### config.mk
export PLATFORM = sky130hd
export DESIGN_NAME = bnn_feature_loader
export DESIGN_NICKNAME = d
export VERILOG_FILES = /design/src/rtl/bnn_pkg.sv /design/src/rtl/bnn_feat_shift.sv /design/src/rtl/bnn_feature_loader.sv
export SDC_FILE = /design/constraint.sdc
export NUM_CORES = 1
export LEC_CHECK = 0
export ABC_AREA = 1
export ABC_CLOCK_PERIOD_IN_PS = 2000
export BUFFER_PORTS_ARGS = -buffer_cell sky130_fd_sc_hd__buf_4
export CAP_MARGIN = 20
export CORE_UTILIZATION = 35
export CTS_CLUSTER_SIZE = 28
export DETAILED_ROUTE_END_ITERATION = 10
export PLACE_DENSITY_LB_ADDON = 0.25
export SYNTH_ARGS = -nofsm -noshare
export SYNTH_HDL_FRONTEND = slang
export SYNTH_SLANG_ARGS = --single-unit
### constraint.sdc
create_clock -name clk -period 2 [get_ports clk]
set_input_delay 0.1 -clock clk [delete_from_list [all_inputs] [get_ports clk]]
set_output_delay 0.1 -clock clk [all_outputs]
set_load 0.01 [all_outputs]
### src/rtl/bnn_pkg.sv
// rtl/bnn_pkg.sv - shared types and constants for the BNN feature loader
// Purpose: loader state encoding, prediction width helper and the default
//          compute window of each sequential core product wrapper.
// Ports:   none (package)
package bnn_pkg;

  typedef enum logic [1:0] {
    LOAD = 2'd0,
    KICK = 2'd1,
    WAIT = 2'd2,
    OUT  = 2'd3
  } state_t;

  // A single-class core would still need a one-bit prediction bus.
  function automatic int pred_w(input int class_cnt);
    return (class_cnt > 1) ? $clog2(class_cnt) : 1;
  endfunction

  // Cycles from core restart release to a valid prediction, per wrapper.
  localparam int ROMESH_SEQ_COMPUTE_CYCLES = 48;
  localparam int DEFAULT_COMPUTE_CYCLES    = ROMESH_SEQ_COMPUTE_CYCLES;

endpackage

### src/rtl/bnn_feat_shift.sv
// rtl/bnn_feat_shift.sv - indexed-write feature vector register
// Purpose: holds FEAT_CNT features of FEAT_BITS each; one slot written per
//          accepted beat, whole vector cleared by reset.
// Ports:   clk, rst (async, active-high clear), i_we (write strobe),
//          i_idx (slot), i_data (feature value), o_bus (packed vector,
//          slot i at [i*FEAT_BITS +: FEAT_BITS]).
module bnn_feat_shift #(
  parameter int FEAT_CNT  = 11,
  parameter int FEAT_BITS = 4,
  parameter int IDX_W     = 4
) (
  input  logic                          clk,
  input  logic                          rst,
  input  logic                          i_we,
  input  logic [IDX_W-1:0]              i_idx,
  input  logic [FEAT_BITS-1:0]          i_data,
  output logic [FEAT_CNT*FEAT_BITS-1:0] o_bus
);

  logic [FEAT_CNT*FEAT_BITS-1:0] r_bus;

  always_ff @(posedge clk or posedge rst) begin
    if (rst) begin
      r_bus <= '0;
    end else if (i_we) begin
      for (int i = 0; i < FEAT_CNT; i++) begin
        if (i_idx == IDX_W'(i)) begin
          r_bus[i*FEAT_BITS +: FEAT_BITS] <= i_data;
        end
      end
    end
  end

  assign o_bus = r_bus;

endmodule

### src/rtl/bnn_feature_loader.sv
// rtl/bnn_feature_loader.sv - stream-to-parallel front end for sequential BNN cores
// Purpose: collects FEAT_CNT feature beats, restarts the core for one cycle,
//          waits COMPUTE_CYCLES, captures the prediction and offers it on a
//          valid/ready result stream. Optional macro LOADER_STATS_EN adds a
//          16-bit wrapping count of delivered results (infer_cnt).
// Ports:   clk, rst (async, active-high)
//          in_valid/in_ready/in_feat       feature beat stream, feature 0 first
//          features                        packed vector to the core
//          bnn_rst                         core restart (high in reset and KICK)
//          bnn_pred                        core prediction
//          out_valid/out_ready/out_pred    result stream
//          infer_cnt                       results delivered (LOADER_STATS_EN only)
module bnn_feature_loader
  import bnn_pkg::*;
#(
  parameter int FEAT_CNT       = 11,
  parameter int FEAT_BITS      = 4,
  parameter int CLASS_CNT      = 6,
  parameter int COMPUTE_CYCLES = DEFAULT_COMPUTE_CYCLES
) (
  input  logic                            clk,
  input  logic                            rst,
  input  logic                            in_valid,
  output logic                            in_ready,
  input  logic [FEAT_BITS-1:0]            in_feat,
  output logic [FEAT_CNT*FEAT_BITS-1:0]   features,
  output logic                            bnn_rst,
  input  logic [pred_w(CLASS_CNT)-1:0]    bnn_pred,
  output logic                            out_valid,
  input  logic                            out_ready,
  output logic [pred_w(CLASS_CNT)-1:0]    out_pred
`ifdef LOADER_STATS_EN
  ,
  output logic [15:0]                     infer_cnt
`endif
);

  localparam int PW    = pred_w(CLASS_CNT);
  localparam int IDX_W = $clog2(FEAT_CNT + 1);
  localparam int CNT_W = $clog2(COMPUTE_CYCLES + 1);

  state_t           r_state;
  state_t           w_next_state;
  logic [IDX_W-1:0] r_idx;
  logic [CNT_W-1:0] r_cnt;
  logic [PW-1:0]    r_out_pred;
  logic             w_in_xfer;
  logic             w_last_beat;
  logic             w_cnt_done;
  logic             w_kick;

  assign w_in_xfer   = in_valid && in_ready;
  assign w_last_beat = (r_idx == IDX_W'(FEAT_CNT - 1));
  assign w_cnt_done  = (r_cnt == CNT_W'(COMPUTE_CYCLES - 1));

  always_ff @(posedge clk or posedge rst) begin
    if (rst) begin
      r_state <= LOAD;
    end else begin
      r_state <= w_next_state;
    end
  end

  always_comb begin
    w_next_state = r_state;
    in_ready     = 1'b0;
    out_valid    = 1'b0;
    w_kick       = 1'b0;
    case (r_state)
      LOAD: begin
        in_ready = 1'b1;
        if (in_valid && w_last_beat) begin
          w_next_state = KICK;
        end
      end
      KICK: begin
        w_kick       = 1'b1;
        w_next_state = WAIT;
      end
      WAIT: begin
        if (w_cnt_done) begin
          w_next_state = OUT;
        end
      end
      OUT: begin
        out_valid = 1'b1;
        if (out_ready) begin
          w_next_state = LOAD;
        end
      end
      default: w_next_state = LOAD;
    endcase
  end

  // The core is held in restart for the whole of the loader reset as well.
  assign bnn_rst = rst | w_kick;

  always_ff @(posedge clk or posedge rst) begin
    if (rst) begin
      r_idx      <= '0;
      r_cnt      <= '0;
      r_out_pred <= '0;
    end else begin
      if (w_in_xfer) begin
        r_idx <= w_last_beat ? '0 : r_idx + IDX_W'(1);
      end
      if (r_state == KICK) begin
        r_cnt <= '0;
      end else if (r_state == WAIT) begin
        r_cnt <= r_cnt + CNT_W'(1);
      end
      if ((r_state == WAIT) && w_cnt_done) begin
        r_out_pred <= bnn_pred;
      end
    end
  end

  assign out_pred = r_out_pred;

  bnn_feat_shift #(
    .FEAT_CNT  (FEAT_CNT),
    .FEAT_BITS (FEAT_BITS),
    .IDX_W     (IDX_W)
  ) u_feat_shift (
    .clk    (clk),
    .rst    (rst),
    .i_we   (w_in_xfer),
    .i_idx  (r_idx),
    .i_data (in_feat),
    .o_bus  (features)
  );

`ifdef LOADER_STATS_EN
  logic [15:0] r_infer_cnt;

  always_ff @(posedge clk or posedge rst) begin
    if (rst) begin
      r_infer_cnt <= '0;
    end else if (out_valid && out_ready) begin
      r_infer_cnt <= r_infer_cnt + 16'd1;
    end
  end

  assign infer_cnt = r_infer_cnt;
`endif

endmodule

==> results by group <==
Synth
  – Synth Flop Type: dfrtp_1
  – Yosys warnings: 0
  – Avg Cell Area, Syn: around 9.4 sq um
  – Post-synthesis sequential area ratio: between 60% and 70%
  – Number of flops mapped to enable cells by yosys: 0
  – Yosys reg bits: 59
  – Net Count, Synth: 277
  – Post-synth ARST share: 100%
  – Cell count after synthesis: 260
  – Synth area leaders: dfrtp_1 60%, nand2_1 12%, o21ai_0 7.2%
  – Area leader, netlist: dfrtp_1
  – Netlist cell types: 25
  – Area share of the leading cell type in the synthesized netlist: 60.5%
  – Post-Syn Area: between 2000 and 2500 sq um
  – Top cells by count, synth: 77 x nand2_1, 59 x dfrtp_1, 35 x o21ai_0
  – Most frequent cell after synthesis: nand2_1

Timing
  – Worst slew pin tran: between 0.4 and 0.5 ns
  – Slew HR: between 60% and 70%
  – Final hold violations: 0
  – Final period utilization: between 80% and 90%
  – Max Freq: approximately 590 MHz
  – Setup TNS: 0 ns
  – Post-route minimum period: between 1.5 and 2 ns
  – RSZ-0062 raised after global routing: false
  – Final max-slew violation count: 0
  – Min Hold Slack: ~0.19 ns
  – Setup Viol. Count Final: 0
  – Worst Skew: 0.00415 ns

Route
  – Via density: 4.76
  – Antenna-violating nets left: 0
  – Drt wl/cell: approximately 13 microns
  – Residual DRC: 0
  – Pre-antenna DRT Iters: 6
  – WL final: around 5.3 mm
  – Vias: between 1.5k and 2k
  – Initial detailed-routing violation count: 67

Worst hold path
  – Hold Path Stages: 4
  – Worst Hold Class: primary input to flop

Finish
  – Finished Core Util: a little under half
  – Layout area overhead: 31.0%
  – Reg area: ~1500 sq um
  – Filler cells: about 670
  – Nets: approximately 350
  – Antenna cells: 0
  – Fin area: between 3000 and 4000 sq um
  – Area of the multi-input gates: about 870 sq um
  – Share of layout cells above drive strength 1: roughly 28%

Clock network
  – Post-CTS Setup Bufs: 0
  – Post-CTS Hold Buffers: 4
  – Deepest clock path buffer count: 2
  – Clock root cell: clkbuf_8
  – Insertion delay of the later-clocked pin in the worst-skew pair: about 0.33 ns
  – CTS tree: yes
  – Post_cts resized: 0
  – Clock sink total: between 50 and 60
  – Cts bufs inserted: 9
  – Htree depth: 3
  – Clock transition at path regs: about 0.06 ns

Placed design
  – I/O Buffers: 60
  – Final HPWL DP: 3.70 mm
  – Gp weighted congestion: around 0.8
  – Placed Area: 2990 sq um

Setup path
  – R2R depth: 9
  – WS Path Type: flop to flop
  – CP arrival: 1.88 ns
  – WP data required: 2.19 ns
  – Worst Path Max Fanout: 8
  – CP Launch Type: flop
  – CP Capture Type: flop

GRT
  – Grt total ovfl: 0
  – Pin count of the biggest net entering global routing: between 40 and 50
  – Total Routing Usage GR: around 16%
  – Initial antenna violation count: 0
  – Vias in the first global route: 1834
  – First-pass GRT wire length: around 8.9 mm

Floorplanning
  – Row count: 30
  – I/O Pins: between 60 and 70
  – Core area: roughly 6800 sq um
  – Die ar.: 7320 sq um
  – Die Ht: ~86 microns
  – Initial Util: 36.1%
  – Die width: between 80 and 90 microns

Flow run
  – # Max-Cap Violations: 0

Status
  – Status: complete, no violations

Pwr
  – Pleak: 0.00162 uW
  – Peak VDD IR: just under 0.0006 V
  – Power density cells: 1420 nW/um^2
-- layout make-up --
class                           instances  area share, %
Multi-Input combinational cell        177           27.3
Timing Repair Buffer                   65           16.0
Sequential cell                        59           46.1
Clock buffer                           11           4.73
Clock inverter                          3          0.469
Inverter                               19           2.27
Tap cell                               80           3.13
-- power by group --
group / total (uW) / switching [uW] / internal [uW]
Combinational: 1670 / 892 / 783
Clock: 921 / 425 / 496
Sequential: 1940 / 319 / 1620
-- per-stage QoR --
stage | power, uW | std cells | worst slack (ns)
floorplan | 2880 | 260 | 0.283
global placement | 3610 | 396 | 0.436
detailed placement | 3650 | 396 | 0.317
CTS | 4600 | 414 | 0.301
global route | 4900 | 414 | 0.116
finish | 4540 | 414 | 0.311
-- logic make-up (layout without fill, tap and decap cells) --
group / after synthesis / in the layout / share of synthesized area (%)
compound gates: 53 / 53 / 11.0
simple gates: 117 / 117 / 21.4
buf+inv: 24 / 98 / 3.79
xor+xnor: 1 / 1 / 0.359
flops: 59 / 59 / 60.5
fa+ha+maj: 6 / 6 / 3.07
-- routing by layer --
layer	vias up	track usage (%)	share of wire, %
li1	983	-	-
met1	921	22.2	50
met2	56	23.4	43
met3	11	4.43	4.9
met4	0	8.64	2.3
met5	-	0	0
-- flip-flops by register name (all words and copies together), names as in the netlist --
register            cells
r_cnt                   6
out_pred                3
r_idx                   4
u_feat_shift.o_bus     44
r_state                 2
-- critical path, cell delays in order (launching register included) --
cell and delay [ns]:
dfrtp_1 0.41, inv_1 0.12, ha_1 0.23, nand2_2 0.12, clkinv_2 0.13, nand2_4 0.08
nor2_4 0.11, nand2_1 0.16, nand2_1 0.10, o21ai_0 0.08
-- worst paths after layout --
check | start | end | slack (ns)
min reg2reg | u_feat_shift.o_bus[39]$_DFFE_PP0P_ | u_feat_shift.o_bus[39]$_DFFE_PP0P_ | 0.49
max in group asynchronous | rst | u_feat_shift.o_bus[26]$_DFFE_PP0P_ | 1.16
min | in_valid | r_idx[3]$_DFFE_PP0P_ | 0.19
max reg2reg | r_state[0]$_DFFE_PP0P_ | u_feat_shift.o_bus[38]$_DFFE_PP0P_ | 0.31
max | r_state[0]$_DFFE_PP0P_ | u_feat_shift.o_bus[38]$_DFFE_PP0P_ | 0.31
min in group asynchronous | rst | u_feat_shift.o_bus[34]$_DFFE_PP0P_ | 0.29
-- cell usage in the layout (no fill, tap or decap), types with 4 or more instances in the layout --
cell type / n
clkbuf_8: 11
dfrtp_1: 59
nand2_1: 77
nor2_1: 11
o21ai_0: 35
ha_1: 6
inv_1: 16
o21ai_1: 12
clkinv_2: 4
dlygate4sd3_1: 4
buf_4: 60
nand2_2: 5
a21oi_1: 5
nand3_1: 9
Note: power is estimated with default switching activity, not from simulation.
